===== config.mk =====
export PLATFORM = sky130hd
export DESIGN_NAME = mult_seq_flat
export DESIGN_NICKNAME = d
export VERILOG_FILES = /design/src/rtl/cpu_types_pkg.sv /design/src/rtl/alu_if.sv /design/src/rtl/mult_seq.sv /design/src/flat_wrapper.sv
export SDC_FILE = /design/constraint.sdc
export NUM_CORES = 1
export LEC_CHECK = 0
export CORE_MARGIN = 2
export CORE_UTILIZATION = 43
export DETAILED_ROUTE_END_ITERATION = 7
export PLACE_DENSITY = 0.79
export SYNTH_ARGS = -nofsm -noshare
export SYNTH_HDL_FRONTEND = slang
export SYNTH_SLANG_ARGS = --single-unit

===== constraint.sdc =====
create_clock -name CLK -period 2 [get_ports CLK]
set_input_delay 0.2 -clock CLK [delete_from_list [all_inputs] [get_ports CLK]]
set_output_delay 0.2 -clock CLK [all_outputs]
set_load 0.05 [all_outputs]

===== src/rtl/cpu_types_pkg.sv =====
// Shared CPU types: word width, ALU opcodes and the multiply sequencer states.
package cpu_types_pkg;

    localparam int unsigned WORD_W = 32;

    typedef logic [WORD_W-1:0] word_t;

    typedef enum logic [3:0] {
        ALU_SLL = 4'd0,
        ALU_SRL = 4'd1,
        ALU_ADD = 4'd2,
        ALU_SUB = 4'd3,
        ALU_AND = 4'd4,
        ALU_OR  = 4'd5,
        ALU_XOR = 4'd6
    } aluop_t;

    // Shift-add multiply sequencer states
    typedef enum logic [1:0] {
        IDLE  = 2'd0,
        ADD   = 2'd1,
        SHIFT = 2'd2,
        DONE  = 2'd3
    } aluseq_state_t;

    // Counter value of the final ADD/SHIFT pair (32 pairs total)
    localparam logic [4:0] LAST_STEP = 5'd31;

endpackage


===== src/rtl/alu_if.sv =====
// ALU request/response bundle; aluinit drives operations, aluresp answers them.
interface alu_if;
    import cpu_types_pkg::*;

    aluop_t opcode;
    word_t  op1;
    word_t  op2;
    word_t  res;
    logic   flag_v;
    logic   flag_n;
    logic   flag_z;

    modport aluinit (
        output opcode, op1, op2,
        input  res, flag_v, flag_n, flag_z
    );

    modport aluresp (
        input  opcode, op1, op2,
        output res, flag_v, flag_n, flag_z
    );

endinterface


===== src/rtl/mult_seq.sv =====
// Unsigned 32x32 shift-add multiplier that borrows an external ALU for every add.
// {carry,hi,lo} is the running accumulator: lo starts as the multiplier and is
// shifted out one bit per step while product bits shift in from hi.
module mult_seq
    import cpu_types_pkg::*;
(
    input  logic   CLK,
    input  logic   nRST,
    input  logic   start,
    input  word_t  op_a,
    input  word_t  op_b,
    output logic   busy,
    output logic   done,
    output word_t  hi,
    output word_t  lo,
    alu_if.aluinit aluif
);

    aluseq_state_t state_q, state_d;
    word_t         mcand_q, mcand_d;
    word_t         hi_q, hi_d;
    word_t         lo_q, lo_d;
    logic          carry_q, carry_d;
    logic [4:0]    cnt_q, cnt_d;
    logic          busy_q, busy_d;
    logic          done_q, done_d;

    // Only the add carry-out matters here; N/Z flags are intentionally unused
    logic unused_flags;
    assign unused_flags = aluif.flag_n ^ aluif.flag_z;

    // Next-state and datapath update
    always_comb begin
        state_d = state_q;
        mcand_d = mcand_q;
        hi_d    = hi_q;
        lo_d    = lo_q;
        carry_d = carry_q;
        cnt_d   = cnt_q;
        case (state_q)
            IDLE: begin
                // busy_q is still high during the done cycle, so a start there is dropped
                if (start && !busy_q) begin
                    mcand_d = op_a;
                    hi_d    = '0;
                    lo_d    = op_b;
                    carry_d = 1'b0;
                    cnt_d   = '0;
                    state_d = ADD;
                end
            end
            ADD: begin
                hi_d    = aluif.res;
                carry_d = aluif.flag_v;
                state_d = SHIFT;
            end
            SHIFT: begin
                {carry_d, hi_d, lo_d} = {1'b0, carry_q, hi_q, lo_q[WORD_W-1:1]};
                if (cnt_q == LAST_STEP) begin
                    cnt_d   = '0;
                    state_d = DONE;
                end else begin
                    cnt_d   = cnt_q + 5'd1;
                    state_d = ADD;
                end
            end
            DONE:    state_d = IDLE;
            default: state_d = IDLE;
        endcase
        // done is registered, so it lands one cycle after DONE; busy covers that cycle too
        done_d = (state_q == DONE);
        busy_d = (state_d != IDLE) || (state_q == DONE);
    end

    // ALU is only asked for real work in ADD; elsewhere it sees a harmless 0+0
    always_comb begin
        aluif.opcode = ALU_ADD;
        aluif.op1    = '0;
        aluif.op2    = '0;
        if (state_q == ADD) begin
            aluif.op1 = hi_q;
            aluif.op2 = lo_q[0] ? mcand_q : '0;
        end
    end

    // State and output registers
    always_ff @(posedge CLK or negedge nRST) begin
        if (!nRST) begin
            state_q <= IDLE;
            mcand_q <= '0;
            hi_q    <= '0;
            lo_q    <= '0;
            carry_q <= 1'b0;
            cnt_q   <= '0;
            busy_q  <= 1'b0;
            done_q  <= 1'b0;
        end else begin
            state_q <= state_d;
            mcand_q <= mcand_d;
            hi_q    <= hi_d;
            lo_q    <= lo_d;
            carry_q <= carry_d;
            cnt_q   <= cnt_d;
            busy_q  <= busy_d;
            done_q  <= done_d;
        end
    end

    assign busy = busy_q;
    assign done = done_q;
    assign hi   = hi_q;
    assign lo   = lo_q;

endmodule


===== src/flat_wrapper.sv =====
// flat-port wrapper written by rule: the top's interface ports become plain ports
module mult_seq_flat import cpu_types_pkg::*;
  (CLK, nRST, start, op_a, op_b, busy, done, hi, lo, aluif_opcode, aluif_op1, aluif_op2, aluif_res, aluif_flag_v, aluif_flag_n, aluif_flag_z);
  alu_if aluif_i ();
  input  logic CLK;
  input  logic nRST;
  input  logic start;
  input  word_t op_a;
  input  word_t op_b;
  output logic busy;
  output logic done;
  output word_t hi;
  output word_t lo;
  output wire logic [$bits(aluif_i.opcode)-1:0] aluif_opcode;
  output wire logic [$bits(aluif_i.op1)-1:0] aluif_op1;
  output wire logic [$bits(aluif_i.op2)-1:0] aluif_op2;
  input wire logic [$bits(aluif_i.res)-1:0] aluif_res;
  input wire logic [$bits(aluif_i.flag_v)-1:0] aluif_flag_v;
  input wire logic [$bits(aluif_i.flag_n)-1:0] aluif_flag_n;
  input wire logic [$bits(aluif_i.flag_z)-1:0] aluif_flag_z;
  assign aluif_opcode = aluif_i.opcode;
  assign aluif_op1 = aluif_i.op1;
  assign aluif_op2 = aluif_i.op2;
  assign aluif_i.res = aluif_res;
  assign aluif_i.flag_v = aluif_flag_v;
  assign aluif_i.flag_n = aluif_flag_n;
  assign aluif_i.flag_z = aluif_flag_z;
  mult_seq u_core (.CLK(CLK), .nRST(nRST), .start(start), .op_a(op_a), .op_b(op_b), .busy(busy), .done(done), .hi(hi), .lo(lo), .aluif(aluif_i));
endmodule

==> results.json <==
{
  "status": "completed",
  "min_period_ns": 1.94,
  "syn_area_um2": 5360,
  "globalRouteOverflowTotal": 0,
  "vias": 4607,
  "vias_per_cell": 5.28,
  "critPathKind": "flop to flop",
  "path_common_cell": "ha_1",
  "io_buffers": 229,
  "drc_errors": 0,
  "antenna_found_initial": 0,
  "track_usage_pct": 22.6,
  "fmax_mhz": 516,
  "cts_buffers": 9,
  "drive_gt1_share_pct": 24.3,
  "crit_slowest_cell": "or3b_2",
  "crit_chain": "ha_1 > and3_1 > ha_1 > nand2b_4 > or3b_2 > o21ai_1",
  "yosysUniqueCellTypes": 34,
  "clk_pin_slew_ns": 0.07,
  "power.density_nw_per_um2": 1740,
  "grt_pass1_vias": 4657,
  "ioPinCount": 236,
  "startpoint": "u_core.cnt_q[0]",
  "yosysSeqAreaShare_pct": 49.5,
  "critPathMaxFanout": 4,
  "timing.setup.tns_ns": 0,
  "dpl.hpwl_um": 11100,
  "ys_ff_latch": 106,
  "cts_sinks": 106,
  "power_leakage_nw": 3.84,
  "nets": 809,
  "synthFlopType": "dfrtp_1",
  "die_h_um": 116,
  "grt_max_degree": 54,
  "clk_path_buf_depth": 2,
  "critPathRequiredTime_ns": 2.26,
  "syn-instance-count": 485,
  "htree_levels": 3,
  "crit_family": "simple AND/OR/NAND/NOR gates",
  "cts_setup_buffers": 0,
  "avgSynthCellArea_um2": 11.1,
  "cap_violations": 0,
  "worstSkewPairLatency_ns": 0.33,
  "start_util_pct": 44.3,
  "slew_headroom_pct": 63.7,
  "ir_worst_vdd_v": 0.00101,
  "ys_warn_count": 0,
  "seqCellArea_um2": 2650,
  "crit_buf_inv": 0,
  "die_x_um": 116,
  "worst_ep_arrival_time_ns": 2.20,
  "slew_viol_final": 0,
  "grt_pass1_wl_um": 23900,
  "clock-root-buffer": "clkbuf_16",
  "r2r_start": "u_core.cnt_q[0]",
  "core_um2": 12100,
  "cts_tree": "built",
  "min_period_over_period_pct": 96.8,
  "fin_skew_ns": 0.00548,
  "detail-route-antenna-nets": 0,
  "setup_viol": 0,
  "multi_input_area_um2": 2490,
  "synth-edff-count": 0,
  "first_iter_violations": 354,
  "fillers": 869,
  "antennaDiodeCount": 0,
  "reg2reg_slack_ns": 0.06,
  "place.gp.congestion": 0.775,
  "async_flop_share_pct": 100,
  "start_kind": "flop",
  "drt_first_pass_iters": 5,
  "syn2layout_area_growth_pct": 64.3,
  "slowest_delay_ns": 0.46,
  "core.rowCount": 40,
  "routedWlPerCell_um": 17.4,
  "p_total_mw": 15.3,
  "postRouteWirelength_um": 15100,
  "die-area_um2": 13400,
  "worst_pin_slew_ns": 0.543,
  "endpoint_kind": "flop",
  "hp-class": "primary input to async pin",
  "hold_viol_final": 0,
  "rsz0062_at_grt": "true"
}
-- through the flow --
stage,cell area (um^2),setup slack (ns),hold WS (ns),util (%),std cells
5_1_grt,8810,0.0142,0.415,72.8,872
3_3_place_gp,8450,0.166,0.211,69.8,855
4_1_cts,8760,0.00559,0.383,72.3,871
2_1_floorplan,5370,0.130,-0.0956,-,487
6_report,8810,0.0635,0.368,72.8,872
3_5_place_dp,8450,0.0591,0.214,69.8,855
-- cells in the mapped netlist, drive strengths merged, types with 3 or more instances --
master / n / area (um^2)
dfrtp: 106 / 2650
mux2: 65 / 736
o21ai: 36 / 184
nand3: 35 / 175
and2: 34 / 213
nor2: 34 / 128
and3: 33 / 206
mux2i: 33 / 330
a22oi: 32 / 240
buf: 29 / 200
clkbuf: 18 / 67.6
ha: 7 / 87.6
inv: 4 / 15.0
nand2: 3 / 11.3
nand2b: 3 / 18.8
-- flip-flops by register name, indices dropped and copies added, names as in the netlist --
name / flops
u_core.hi: 32
u_core.done: 1
u_core.lo: 32
u_core.carry_q: 1
u_core.mcand_q: 32
u_core.cnt_q: 5
u_core.state_q: 2
u_core.busy: 1
-- power by group --
part / switching [mW] / leakage (nW) / total [mW] / internal [mW]
registers: 0.795 / 1.35 / 3.96 / 3.16
logic: 5.69 / 2.35 / 9.67 / 3.97
clock network: 0.726 / 0.142 / 1.72 / 0.995
total: 7.22 / 3.84 / 15.3 / 8.13
-- cell usage in the layout, fill, tap and decap left out, drive strengths merged, types with 13 or more instances in the layout --
| cell type | instances |
|---|---|
| clkdlybuf4s50 | 163 |
| dfrtp | 106 |
| buf | 84 |
| mux2 | 65 |
| o21ai | 36 |
| nand3 | 35 |
| nor2 | 34 |
| and2 | 34 |
| mux2i | 33 |
| and3 | 33 |
| a22oi | 32 |
| clkbuf | 13 |
-- layer usage --
layer  vias to the layer above  part of all wire [%]  GRT usage (%)
met5                         -                     0              0
met4                         0                   1.6           7.38
met3                        18                   5.9           3.71
met2                       184                    53           40.3
met1                      2272                    40           28.1
li1                       2133                     -              -
-- what timing repair did --
| action | in CTS | in global routing |
|---|---|---|
| pin swaps | 0 | 1 |
| gates cloned | 0 | 1 |
| gates resized for setup | 3 | 6 |
| hold endpoints to repair | 37 | 0 |
| setup endpoints to repair | 23 | 63 |
| hold buffers | 1 | 0 |
-- cell type report --
type                            count  area share [%]
Clock buffer                       12            2.80
Clock inverter                      3           0.454
Inverter                            4           0.170
Multi-Input combinational cell    330            28.2
Sequential cell                   106            30.1
Tap cell                          168            2.39
Timing Repair Buffer              249            35.9
-- final timing paths --
kind	endpoint	depth (start not counted)
min	u_core.mcand_q[5]	2
max reg2reg	u_core.cnt_q[2]	6
min reg2reg	u_core.mcand_q[28]	1
max	u_core.cnt_q[2]	6
max in group asynchronous	u_core.mcand_q[22]	3
min in group CLK	u_core.carry_q	3
-- cell families (layout without fill, tap and decap cells) --
family / after synthesis / count (layout) / synth area share [%]
multiplexers: 98 / 98 / 19.9
AO/OA/AOI/OAI: 74 / 74 / 8.73
adder cells (fa/ha/maj): 7 / 7 / 1.63
flip-flops: 106 / 106 / 49.5
AND/OR/NAND/NOR: 147 / 147 / 14.9
other: 2 / 4 / 0.140
buffers and inverters: 51 / 268 / 5.27
Power figures use the tool's default switching activity.
==> RTL edit (same settings) <==
Add an input register stage for `start`, `op_a` and `op_b`, without a reset; this delays them by one clock. The other inputs are not delayed to match. Comments in the files are not updated.
--- a/src/rtl/mult_seq.sv
+++ b/src/rtl/mult_seq.sv
@@ -16,4 +16,14 @@
     alu_if.aluinit aluif
 );
+
+    logic start_q;
+    word_t op_a_q;
+    word_t op_b_q;
+
+    always_ff @(posedge CLK) begin
+        start_q <= start;
+        op_a_q  <= op_a;
+        op_b_q  <= op_b;
+    end
 
     aluseq_state_t state_q, state_d;
@@ -41,8 +51,8 @@
             IDLE: begin
                 // busy_q is still high during the done cycle, so a start there is dropped
-                if (start && !busy_q) begin
-                    mcand_d = op_a;
+                if (start_q && !busy_q) begin
+                    mcand_d = op_a_q;
                     hi_d    = '0;
-                    lo_d    = op_b;
+                    lo_d    = op_b_q;
                     carry_d = 1'b0;
                     cnt_d   = '0;
Behaviour: not the same (Yosys sat finds a counterexample within 4 cycles, from zero or initial values and one cycle with nRST low).
==> RTL edit against the unedited design <==
Combinational power is 9.6% higher. Power up 26%. Die area up 27%. Synthesized area grew 28%. Wire length increased by 10%. Worst setup slack better by 0.0089 ns. Design area grew 21%. Sequential cell count up 65. Worst hold slack got worse by 0.16 ns. Critical endpoint is now aluif_op2[21].
==> RTL edit: results (changes against the unedited design) <==
\begin{tabular}{lr}
\hline
Metric & Value \\
\hline
\multicolumn{2}{l}{\textbf{Synthesis}} \\
\quad Count of mapped cells out of synthesis & 507 (was 485) \\
\quad Async S/R FF share, synth & 0.6199 (was 1.000) \\
\quad Cell variety after synth & 36 (was 34) \\
\quad Fraction of the yosys area taken by sequential cells & 0.5761 (was 0.4946) \\
\multicolumn{2}{l}{\textbf{Finish}} \\
\quad Fraction of layout cells with a size suffix above 1 & 0.3360 (was 0.2429) \\
\multicolumn{2}{l}{\textbf{GRT}} \\
\quad Met1 usage & 0.2267 (was 0.2811) \\
\quad Global-route usage over all layers & 0.1991 (was 0.2262) \\
\quad Wire length of the first global-routing pass & 26.11 mm (was 23.95 mm) \\
\quad Met3 usage & 0.07011 (was 0.03713) \\
\quad Maximum number of pins on one net before global-route repair & 46 (was 54) \\
\quad Vias in the first global route & 5063 (was 4657) \\
\multicolumn{2}{l}{\textbf{Setup path}} \\
\quad CP startpoint & u\_core.state\_q[1] (was u\_core.cnt\_q[0]) \\
\quad Worst reg2reg endpoint & u\_core.cnt\_q[3] (was u\_core.cnt\_q[2]) \\
\quad Crit path largest cell delay & 0.44 ns (was 0.46 ns) \\
\multicolumn{2}{l}{\textbf{Detailed routing}} \\
\quad Length of routed met2 wiring & 8.645 mm (was 8.020 mm) \\
\quad Detail-routed net length per standard cell & 17.36 um (was 17.37 um) \\
\quad M1 WL & 6.496 mm (was 6.001 mm) \\
\quad Total number of vias & 4791 (was 4607) \\
\quad Met3 wire length & 1.297 mm (was 889 um) \\
\multicolumn{2}{l}{\textbf{Timing}} \\
\quad Actual transition at the worst max-transition pin & 0.5488 ns (was 0.5429 ns) \\
\quad Worst hold slack across all endpoints & 0.2075 ns (was 0.3679 ns) \\
\multicolumn{2}{l}{\textbf{Place}} \\
\quad Dpl cells & 926 (was 855) \\
\quad Pre-CTS setup slack & 0.08664 ns (was 0.05908 ns) \\
\quad HPWL after DPL & 11.42 mm (was 11.09 mm) \\
\multicolumn{2}{l}{\textbf{Clock network}} \\
\quad Latest clock arrival within the worst-skew pair & 0.43 ns (was 0.33 ns) \\
\quad Max H-tree Level & 4 (was 3) \\
\multicolumn{2}{l}{\textbf{Run status}} \\
\quad Run status & finished, final reports clean (unchanged) \\
\hline
\end{tabular}
RTL edit: power by group:
| group | leakage [nW] | internal [W] | switching, W | total [W] |
|---|---|---|---|---|
| clock network | 0.281 | 0.00188 | 0.00144 | 0.00332 |
| registers | 1.88 | 0.00456 | 0.000843 | 0.00540 |
| logic | 2.42 | 0.00468 | 0.00590 | 0.0106 |
| total | 4.58 | 0.0111 | 0.00818 | 0.0193 |
RTL edit: layout make-up:
type,count,area (sq um)
clock buffer,19,432.9
clock inverter,13,161.4
fill,1125,5021
inverter,4,15.01
multi-input combinational,295,2716
sequential,171,3955
tap,216,270.3
timing repair buffer,242,3141
RTL edit: cells by family after synthesis:
| family | synth area share |
|---|---|
| mux | 0.2191 |
| other cells | 0.001094 |
| flops | 0.5761 |
| simple gates | 0.1019 |
| buf+inv | 0.03628 |
| compound gates | 0.05087 |
| fa+ha+maj | 0.01459 |
